`src/rtl/ppm_pkg.sv`:
```
// Shared types and constants for the 1-of-4 PPM receive controller.
// Latency: n/a (declarations only).
// Backpressure: n/a.
package ppm_pkg;

   // Frame controller states; busy is derived from ST_RUN only.
   typedef enum logic [1:0] {
      ST_IDLE = 2'd0,
      ST_RUN  = 2'd1,
      ST_DONE = 2'd2,
      ST_ERR  = 2'd3
   } state_t;

   localparam int SLOTS_PER_SYM = 4;
   localparam int SYMS_PER_BYTE = 4;

   // One PPM symbol carries two data bits (the index of the pulsed slot).
   typedef logic [1:0] sym_t;

endpackage

```
`src/rtl/ppm_rx_ctrl_if.sv`:
```
// Decoded-byte output stream plus frame status flags of the PPM receiver.
// Latency: n/a (wiring only).
// Backpressure: byte is held while data_valid is high and out_ready is low.
// Ports: data_out/data_valid/out_ready byte handshake; busy, frame_done,
//        frame_err status. master = receiver, slave = downstream consumer.
interface ppm_rx_ctrl_if;
   logic [7:0] data_out;
   logic       data_valid;
   logic       out_ready;
   logic       busy;
   logic       frame_done;
   logic       frame_err;

   modport master (
      output data_out, data_valid, busy, frame_done, frame_err,
      input  out_ready
   );

   modport slave (
      input  data_out, data_valid, busy, frame_done, frame_err,
      output out_ready
   );
endinterface

```
`src/rtl/ppm_slot_timer.sv`:
```
// PPM slot timing: slot counter, slot index, mid-slot sample and end-of-symbol strobes.
// Latency: strobes are combinational from the counters; counters start at 0 on the first run cycle.
// Backpressure: none; counters are held at zero whenever run is low.
// Ports: clk16/rst clock and sync reset; run enables counting; slot_cnt, slot_idx,
//        sample_stb (slot_cnt == SLOT_CLKS/2), sym_end_stb (last cycle of slot 3).
module ppm_slot_timer
   import ppm_pkg::*;
#(
   parameter int SLOT_CLKS = 16
) (
   input  logic                         clk16,
   input  logic                         rst,
   input  logic                         run,
   output logic [$clog2(SLOT_CLKS)-1:0] slot_cnt,
   output sym_t                         slot_idx,
   output logic                         sample_stb,
   output logic                         sym_end_stb
);
   localparam int CW = $clog2(SLOT_CLKS);

   localparam logic [CW-1:0] CNT_HALF = CW'(SLOT_CLKS / 2);
   localparam logic [CW-1:0] CNT_LAST = CW'(SLOT_CLKS - 1);
   localparam sym_t          IDX_LAST = sym_t'(SLOTS_PER_SYM - 1);

   always_ff @(posedge clk16) begin
      if (rst || !run) begin
         slot_cnt <= '0;
         slot_idx <= '0;
      end else if (slot_cnt == CNT_LAST) begin
         slot_cnt <= '0;
         slot_idx <= slot_idx + 2'd1;   // wraps 3 -> 0 at symbol boundary
      end else begin
         slot_cnt <= slot_cnt + CW'(1);
      end
   end

   assign sample_stb  = run && (slot_cnt == CNT_HALF);
   assign sym_end_stb = run && (slot_cnt == CNT_LAST) && (slot_idx == IDX_LAST);

endmodule

```
`src/rtl/ppm_rx_ctrl.sv`:
```
// 1-of-4 PPM frame decoder: samples Din per slot, builds bytes LSB pair first, flags end/errors.
// Latency: byte appears on data_out the cycle after its fourth symbol is evaluated.
// Backpressure: one-byte holding register; a new byte while the old one is untaken aborts the frame.
// Ports: clk16, rst (sync, active-high), Din (pulse = low), sof_rcv (start pulse),
//        bus (ppm_rx_ctrl_if.master: data_out/data_valid/out_ready, busy, frame_done, frame_err).
// Config: define PPM_RX_MAXLEN_EN to limit frames to MAX_BYTES payload bytes.
module ppm_rx_ctrl
   import ppm_pkg::*;
#(
   parameter int SLOT_CLKS = 16,
   parameter int MAX_BYTES = 32
) (
   input  logic          clk16,
   input  logic          rst,
   input  logic          Din,
   input  logic          sof_rcv,
   ppm_rx_ctrl_if.master bus
);
   localparam int CW = $clog2(SLOT_CLKS);

   state_t        state;
   sym_t          sym_idx;
   sym_t          pulse_slot;
   sym_t          slot_idx;
   logic [1:0]    pulse_cnt;     // saturates at 2: "two or more" is all that matters
   logic [5:0]    byte_sr;       // symbols 0..2, symbol 0 ends up in [1:0]
   logic [CW-1:0] slot_cnt;
   logic          sample_stb;
   logic          sym_end_stb;
   logic          run;
   logic          go_done;
   logic          go_err;
   logic          load;
   logic [7:0]    data_q;
   logic          valid_q;
   logic          unused_slot_cnt;

`ifdef PPM_RX_MAXLEN_EN
   localparam int BCW = $clog2(MAX_BYTES + 1);
   logic [BCW-1:0] byte_cnt;
`else
   logic unused_cfg;
   assign unused_cfg = (MAX_BYTES > 0);
`endif

   assign run             = (state == ST_RUN);
   assign unused_slot_cnt = ^slot_cnt;

   ppm_slot_timer #(.SLOT_CLKS(SLOT_CLKS)) u_slot_timer (
      .clk16       (clk16),
      .rst         (rst),
      .run         (run),
      .slot_cnt    (slot_cnt),
      .slot_idx    (slot_idx),
      .sample_stb  (sample_stb),
      .sym_end_stb (sym_end_stb)
   );

   // Symbol evaluation on the last cycle of slot 3.
   always_comb begin
      go_done = 1'b0;
      go_err  = 1'b0;
      load    = 1'b0;
      if (run && sym_end_stb) begin
         if (pulse_cnt == 2'd0) begin
            // Silence on a byte boundary is the end-of-frame marker.
            if (sym_idx == 2'd0) go_done = 1'b1;
            else                 go_err  = 1'b1;
         end else if (pulse_cnt != 2'd1) begin
            go_err = 1'b1;
`ifdef PPM_RX_MAXLEN_EN
         end else if (sym_idx == 2'd0 && byte_cnt >= BCW'(MAX_BYTES)) begin
            go_err = 1'b1;
`endif
         end else if (sym_idx == 2'd3) begin
            // A transfer this same cycle frees the holding register in time.
            if (valid_q && !bus.out_ready) go_err = 1'b1;
            else                           load   = 1'b1;
         end
      end
   end

   always_ff @(posedge clk16) begin
      if (rst) begin
         state      <= ST_IDLE;
         sym_idx    <= '0;
         pulse_cnt  <= '0;
         pulse_slot <= '0;
         byte_sr    <= '0;
         data_q     <= '0;
         valid_q    <= 1'b0;
`ifdef PPM_RX_MAXLEN_EN
         byte_cnt   <= '0;
`endif
      end else begin
         unique case (state)
            ST_IDLE: begin
               if (sof_rcv) begin
                  state     <= ST_RUN;
                  sym_idx   <= '0;
                  pulse_cnt <= '0;
`ifdef PPM_RX_MAXLEN_EN
                  byte_cnt  <= '0;
`endif
               end
            end
            ST_RUN: begin
               if (go_done)     state <= ST_DONE;
               else if (go_err) state <= ST_ERR;
               if (sample_stb && !Din && pulse_cnt != 2'd2) begin
                  pulse_cnt  <= pulse_cnt + 2'd1;
                  pulse_slot <= slot_idx;
               end
               if (sym_end_stb) begin
                  pulse_cnt <= '0;
                  sym_idx   <= sym_idx + 2'd1;
                  byte_sr   <= {pulse_slot, byte_sr[5:2]};
               end
            end
            default: state <= ST_IDLE;   // DONE / ERR last one cycle
         endcase

         if (load) begin
            data_q  <= {pulse_slot, byte_sr};
            valid_q <= 1'b1;
`ifdef PPM_RX_MAXLEN_EN
            byte_cnt <= byte_cnt + BCW'(1);
`endif
         end else if (go_err) begin
            valid_q <= 1'b0;             // an aborted frame drops any pending byte
         end else if (valid_q && bus.out_ready) begin
            valid_q <= 1'b0;
         end
      end
   end

   assign bus.data_out   = data_q;
   assign bus.data_valid = valid_q;
   assign bus.busy       = (state == ST_RUN);
   assign bus.frame_done = (state == ST_DONE);
   assign bus.frame_err  = (state == ST_ERR);

endmodule

```
`src/flat_wrapper.sv`:
```
// flat-port wrapper written by rule: the top's interface ports become plain ports
module ppm_rx_ctrl_flat import ppm_pkg::*;
#(
   parameter int SLOT_CLKS = 16,
   parameter int MAX_BYTES = 32
)
  (clk16, rst, Din, sof_rcv, bus_data_out, bus_data_valid, bus_busy, bus_frame_done, bus_frame_err, bus_out_ready);
  ppm_rx_ctrl_if bus_i ();
  input  logic clk16;
  input  logic rst;
  input  logic Din;
  input  logic sof_rcv;
  output wire logic [$bits(bus_i.data_out)-1:0] bus_data_out;
  output wire logic [$bits(bus_i.data_valid)-1:0] bus_data_valid;
  output wire logic [$bits(bus_i.busy)-1:0] bus_busy;
  output wire logic [$bits(bus_i.frame_done)-1:0] bus_frame_done;
  output wire logic [$bits(bus_i.frame_err)-1:0] bus_frame_err;
  input wire logic [$bits(bus_i.out_ready)-1:0] bus_out_ready;
  assign bus_data_out = bus_i.data_out;
  assign bus_data_valid = bus_i.data_valid;
  assign bus_busy = bus_i.busy;
  assign bus_frame_done = bus_i.frame_done;
  assign bus_frame_err = bus_i.frame_err;
  assign bus_i.out_ready = bus_out_ready;
  ppm_rx_ctrl #(.SLOT_CLKS(SLOT_CLKS), .MAX_BYTES(MAX_BYTES)) u_core (.clk16(clk16), .rst(rst), .Din(Din), .sof_rcv(sof_rcv), .bus(bus_i));
endmodule
```
`config.mk`:
```
export PLATFORM = sky130hd
export DESIGN_NAME = ppm_rx_ctrl_flat
export DESIGN_NICKNAME = d
export VERILOG_FILES = /design/src/rtl/ppm_pkg.sv /design/src/rtl/ppm_rx_ctrl_if.sv /design/src/rtl/ppm_slot_timer.sv /design/src/rtl/ppm_rx_ctrl.sv /design/src/flat_wrapper.sv
export SDC_FILE = /design/constraint.sdc
export NUM_CORES = 1
export LEC_CHECK = 0
export CELL_PAD_IN_SITES_DETAIL_PLACEMENT = 0
export CELL_PAD_IN_SITES_GLOBAL_PLACEMENT = 1
export CORE_UTILIZATION = 35
export DETAILED_ROUTE_END_ITERATION = 8
export HOLD_SLACK_MARGIN = 0.15
export PLACE_DENSITY = 0.7
export SETUP_SLACK_MARGIN = 0.02
export SLEW_MARGIN = 20
export SYNTH_ARGS = -nofsm -noshare
export SYNTH_HDL_FRONTEND = slang
export SYNTH_HIERARCHICAL = 1
export SYNTH_SLANG_ARGS = --single-unit
export TNS_END_PERCENT = 50
```
`constraint.sdc`:
```
create_clock -name clk16 -period 3.75 [get_ports clk16]
set_clock_uncertainty 0.2 [all_clocks]
set_input_delay 0.75 -clock clk16 [delete_from_list [all_inputs] [get_ports clk16]]
set_output_delay 0.75 -clock clk16 [all_outputs]
set_load 0.02 [all_outputs]
```
* After elaboration in Yosys (flattened, before gate mapping)
Cells that the tools add are included.
Storage, ports and cells: register bits 29, bits of input ports 5, word-level logic and storage cells 76
Operators by class: $add $sub $neg 4, eq/ne operators 13, mux-type cells 27, reductions and logical operators 23
Operator list (count):
- $mux W1 | 17
- $mux W2 | 7
- $pmux W2 S2 | 3
- $eq A2 B2 Y1 const B | 4
- $eq A4 B4 Y1 const B | 2
- $logic_and A1 B1 Y1 | 8
- $add A2 B1 Y2 const B | 3
- $logic_not A2 Y1 | 3
- $reduce_and A2 Y1 | 3
- $reduce_and A3 Y1 | 2
- $add A4 B1 Y4 const B | 1
- $ne A2 B1 Y1 const B | 2
- $ne A2 B2 Y1 const B | 2
- $logic_not A1 Y1 | 3
- $ne A3 B2 Y1 const B | 1
- $ne A3 B3 Y1 const B | 1
- $reduce_bool A3 Y1 | 1
- $eq A2 B1 Y1 const B | 1
- $reduce_bool A2 Y1 | 1
- $reduce_or A2 Y1 | 1
- $logic_or A1 B1 Y1 | 1

* Depth between registers and ports, before layout
depth in word-level cells 10, depth in mapped cells 9

* Modules after synthesis
Netlist, hierarchy kept.
By module, submodules not included:
- ppm_rx_ctrl | instances 1, cells each 110, area each 988.4 µm²
- ppm_slot_timer | instances 1, cells each 29, area each 276.5 µm²

* Worst setup path after synthesis
No wires, ideal clock.
kind reg-to-reg, from reg u_core.state[1], to reg u_core.pulse_cnt[1], setup time 0.128 ns, arrival time 1.740 ns, data required time 3.422 ns, slack 1.683 ns, stages on the path, launching flop included 8, period minus slack after synthesis 2.067 ns, cells stage by stage dfxtp_1 -> nand2b_1 -> inv_1 -> and4_2 -> nor3b_1 -> o31ai_1 -> a32oi_1 -> nor2_1
On the way: cells in the longest elaborated chain, start to end 6
Ends and longest elaborated chain:
- start, declared | line ppm_rx_ctrl.sv:21 | state_t state;
- start signal, assigned | line ppm_rx_ctrl.sv:85 | state <= ST_IDLE;
- start signal, assigned | line ppm_rx_ctrl.sv:99 | state <= ST_RUN;
- start signal, assigned | line ppm_rx_ctrl.sv:108 | if (go_done) state <= ST_DONE;
- $eq A2 B1 Y1
- named net bus_busy | line flat_wrapper.sv:15 | output wire logic [$bits(bus_i.busy)-1:0] bus_busy;
- $logic_and A1 B1 Y1 | line ppm_slot_timer.sv:37 | assign sample_stb = run && (slot_cnt == CNT_HALF);
- named net u_core.sample_stb | line ppm_rx_ctrl.sv:28 | logic sample_stb;
- $logic_and A1 B1 Y1 (2 in series) | line ppm_rx_ctrl.sv:110 | if (sample_stb && !Din && pulse_cnt != 2'd2) begin
- $ne A3 B2 Y1 (no line)
- $reduce_and A3 Y1 (no line)
- end signal, assigned | line ppm_rx_ctrl.sv:111 | pulse_cnt <= pulse_cnt + 2'd1;
- end, declared | line ppm_rx_ctrl.sv:25 | logic [1:0] pulse_cnt; // saturates at 2: "two or more" is all that matters
The timed path passes the listed nets, and every way through them passes these cells. A chain may end at the register's enable or synchronous reset.

* Worst setup path after layout
from reg u_core.state[1], to out bus_busy
On the way: cells in the longest elaborated chain, start to end 1
Ends and longest elaborated chain:
- $eq A2 B1 Y1 | line ppm_rx_ctrl.sv:139 | assign bus.busy = (state == ST_RUN);
- end, declared | line flat_wrapper.sv:15
No other way between the ends.

==> impl_metrics.py <==
metrics = {
    "status": {
        "status": "complete, no violations",
    },
    "yosys": {
        "syn_area_per_cell_um2": 9.100,
        "synth_top_family_by_area": "simple AND/OR/NAND/NOR gates",
        "async_reset_ff_share_pct": 0,
        "synth_compound_area_share_pct": 10.19,
        "syn_area_mm2": 0.001265,
        "synthSimpleGateAreaFrac_pct": 22.85,
        "ys.flop_type": "dfxtp_1",
        "synth_edf_count": 0,
        "synth-xor-area-share_pct": 1.385,
        "yosysSeqAreaShare_pct": 45.90,
        "yosys.cell_types.count": 34,
        "post_synth_mux_area_share_pct": 7.913,
        "synth_fa_ha_area_share_pct": 7.913,
        "ys_ff_latch": 29,
        "ys_warn_count": 6,
        "syn_nets": 152,
        "synth_cells": 139,
    },
    "floorplanning": {
        "die_x_um": 62.12,
        "die_y_um": 62.12,
        "rows": 21,
        "core_region_area_mm2": 0.003390,
        "die-area_mm2": 0.003859,
        "io_pins": 17,
        "initial_utilization_pct": 37.32,
    },
    "clock_tree": {
        "htreeDepth": 2,
        "cts_buffer_depth": 2,
        "cts_buffers": 5,
        "cts-root-buf": "clkbuf_4",
        "clk_pin_slew_ps": 90,
        "cts_tree": "done",
        "cts_resized": 0,
        "clock-sinks": 29,
        "cts_hold_buf": 0,
        "insertion_delay_ps": 320,
        "cts_setup_buffers": 0,
    },
    "sta": {
        "max_freq_mhz": 369.4,
        "tns_ps": 0,
        "worst_hold_slack_ps": 274.4,
        "setup_viol": 0,
        "maxSlewHeadroom_pct": 50.57,
        "drv_slew": 0,
        "fin_crit_ps": 2707,
        "finalHoldViolations": 0,
        "final.period_utilization_pct": 72.19,
        "rsz0062_at_grt": "no",
        "tightest_slew_ps": 739.9,
    },
    "setup_path": {
        "worst-path-max-fanout": 9,
        "crit_arrival_ps": 1760,
        "crit_path_end_kind": "output port",
        "crit_path_top_delay_cell": "clkdlybuf4s50_1",
        "cp_top_family": "buffers and inverters",
        "crit_chain": "nand2b_1, inv_1, clkdlybuf4s50_1",
        "critPathBufInv": 2,
        "critPathRequiredTime_ps": 2800,
        "worst_path_largest_cell_delay_ps": 650,
        "cp-start-kind": "register",
        "path_class": "reg -> out",
    },
    "cells_and_area": {
        "n_antenna_cell": 0,
        "final_cell_mix": "dfxtp_1, nand2_1, nor2_1",
        "seq_area_um2": 580.6,
        "drive_above_1_share_pct": 8.075,
        "layout.nets": 173,
        "nFillCells": 335,
        "syn2layout_area_growth_pct": 23.05,
        "multi_input_area_um2": 635.6,
        "final_common_cell": "dfxtp_1",
    },
    "drt": {
        "num_vias": 993,
        "totalWireLength_um": 2352,
        "viasPerCell": 4.797,
        "drt_iter0_markers": 46,
        "ant_nets": 0,
        "routedWlPerCell_um": 11.36,
        "drc": 0,
        "dr.pass1.iters": 4,
    },
    "global_routing": {
        "antenna_found_initial": 0,
        "grt_first_pass_wirelength_um": 4291,
        "overflow": 0,
        "gr-usage-all-layers_pct": 14.15,
        "grt_max_degree": 26,
        "grt_pass1_vias": 970,
    },
    "placed_design": {
        "dp.final_hpwl_um": 1699,
        "gp_congestion": 0.8071,
        "io_buffers": 16,
    },
    "power_and_ir_drop": {
        "power.leakage_nw": 0.6537,
        "power.density_mw_per_mm2": 384.0,
        "ir_drop_uv": 212.0,
    },
    "hold_path": {
        "hold_class": "reg -> reg",
    },
    "flow_run": {
        "cap_violations": 0,
    },
}
stage by stage:
step / util (%) / setup slack [ps] / instances / instance area (µm²) / power [W]
3_3_place_gp: 43.41 / 1276 / 199 / 1471 / 0.0003395
4_1_cts: 45.92 / 1001 / 207 / 1556 / 0.0006082
3_5_place_dp: 43.41 / 1290 / 199 / 1471 / 0.0003399
5_1_grt: 45.92 / 912.6 / 207 / 1556 / 0.0006277
2_1_floorplan: - / 1683 / 139 / 1265 / 0.0003294
6_report: 45.92 / 1043 / 207 / 1556 / 0.0005976
synthesized netlist by cell type (2+ instances only):
library cell / number / area share, %
a21oi_1: 12 / 4.7
clkbuf_1: 2 / 0.59
dfxtp_1: 29 / 46
ha_1: 8 / 7.9
inv_1: 6 / 1.8
mux2i_1: 10 / 7.9
nand2_1: 20 / 5.9
nand2b_1: 3 / 1.5
nand3_1: 4 / 1.6
nor2_1: 18 / 5.3
nor3b_1: 2 / 1.2
o21ai_0: 3 / 1.2
worst register-to-register path, cell delays in order, from the launching register on:
cell	delay (ps)
dfxtp_1	350
nand2b_1	190
inv_1	230
nand2_1	80
nor2_1	270
and3b_2	380
nand4_4	250
mux2i_1	220
nor2_1	50
path summary, 6_finish.rpt:
| path | slack, ps | cells after the start | endpoint | from |
|---|---|---|---|---|
| min reg2reg | 270 | 2 | u_core/byte_sr[4] | u_core/pulse_slot[0] |
| max | 1040 | 3 | bus_busy | u_core/state[1] |
| min | 270 | 2 | u_core/byte_sr[4] | u_core/pulse_slot[0] |
| max reg2reg | 1410 | 8 | u_core/bus.data_out[0] | u_core/state[1] |
layer usage:
layer | track usage (%) | part of all wire, % | up-vias
met5 | 0 | 0 | -
met4 | 6.105 | 2.0 | 0
met3 | 5.147 | 3.8 | 6
met2 | 22.66 | 46 | 18
met1 | 16.99 | 48 | 460
li1 | - | - | 509
kinds of logic after synthesis:
| group | after synthesis |
|---|---|
| flops | 29 |
| mux | 10 |
| simple gates | 57 |
| compound gates | 22 |
| xor+xnor | 2 |
| fa+ha+maj | 8 |
| buf+inv | 11 |
where the power goes:
| group | total [W] | internal (W) | switching (W) |
|---|---|---|---|
| Clock | 0.000265 | 0.000159 | 0.000106 |
| Sequential | 0.000311 | 0.000309 | 0.00000185 |
| Combinational | 0.0000212 | 0.00000907 | 0.0000121 |
| Total | 0.000598 | 0.000477 | 0.000120 |
cell type report:
class / instances / area share (%)
clock inverters: 1 / 1.929
clock buffers: 7 / 3.537
inverters: 8 / 1.929
repair buffers: 17 / 10.77
flip-flops and latches: 29 / 37.30
well taps: 46 / 3.698
multi-input cells: 99 / 40.84
flip-flops by register name, indices dropped and copies added, names as in the netlist:
register / flops
u_core/bus.data_out: 8
u_core/byte_sr: 6
u_core/u_slot_timer/slot_cnt: 4
u_core/pulse_cnt: 2
u_core/pulse_slot: 2
u_core/state: 2
u_core/sym_idx: 2
u_core/u_slot_timer/slot_idx: 2
u_core/bus.data_valid: 1
(Power assumes the default switching activity.)
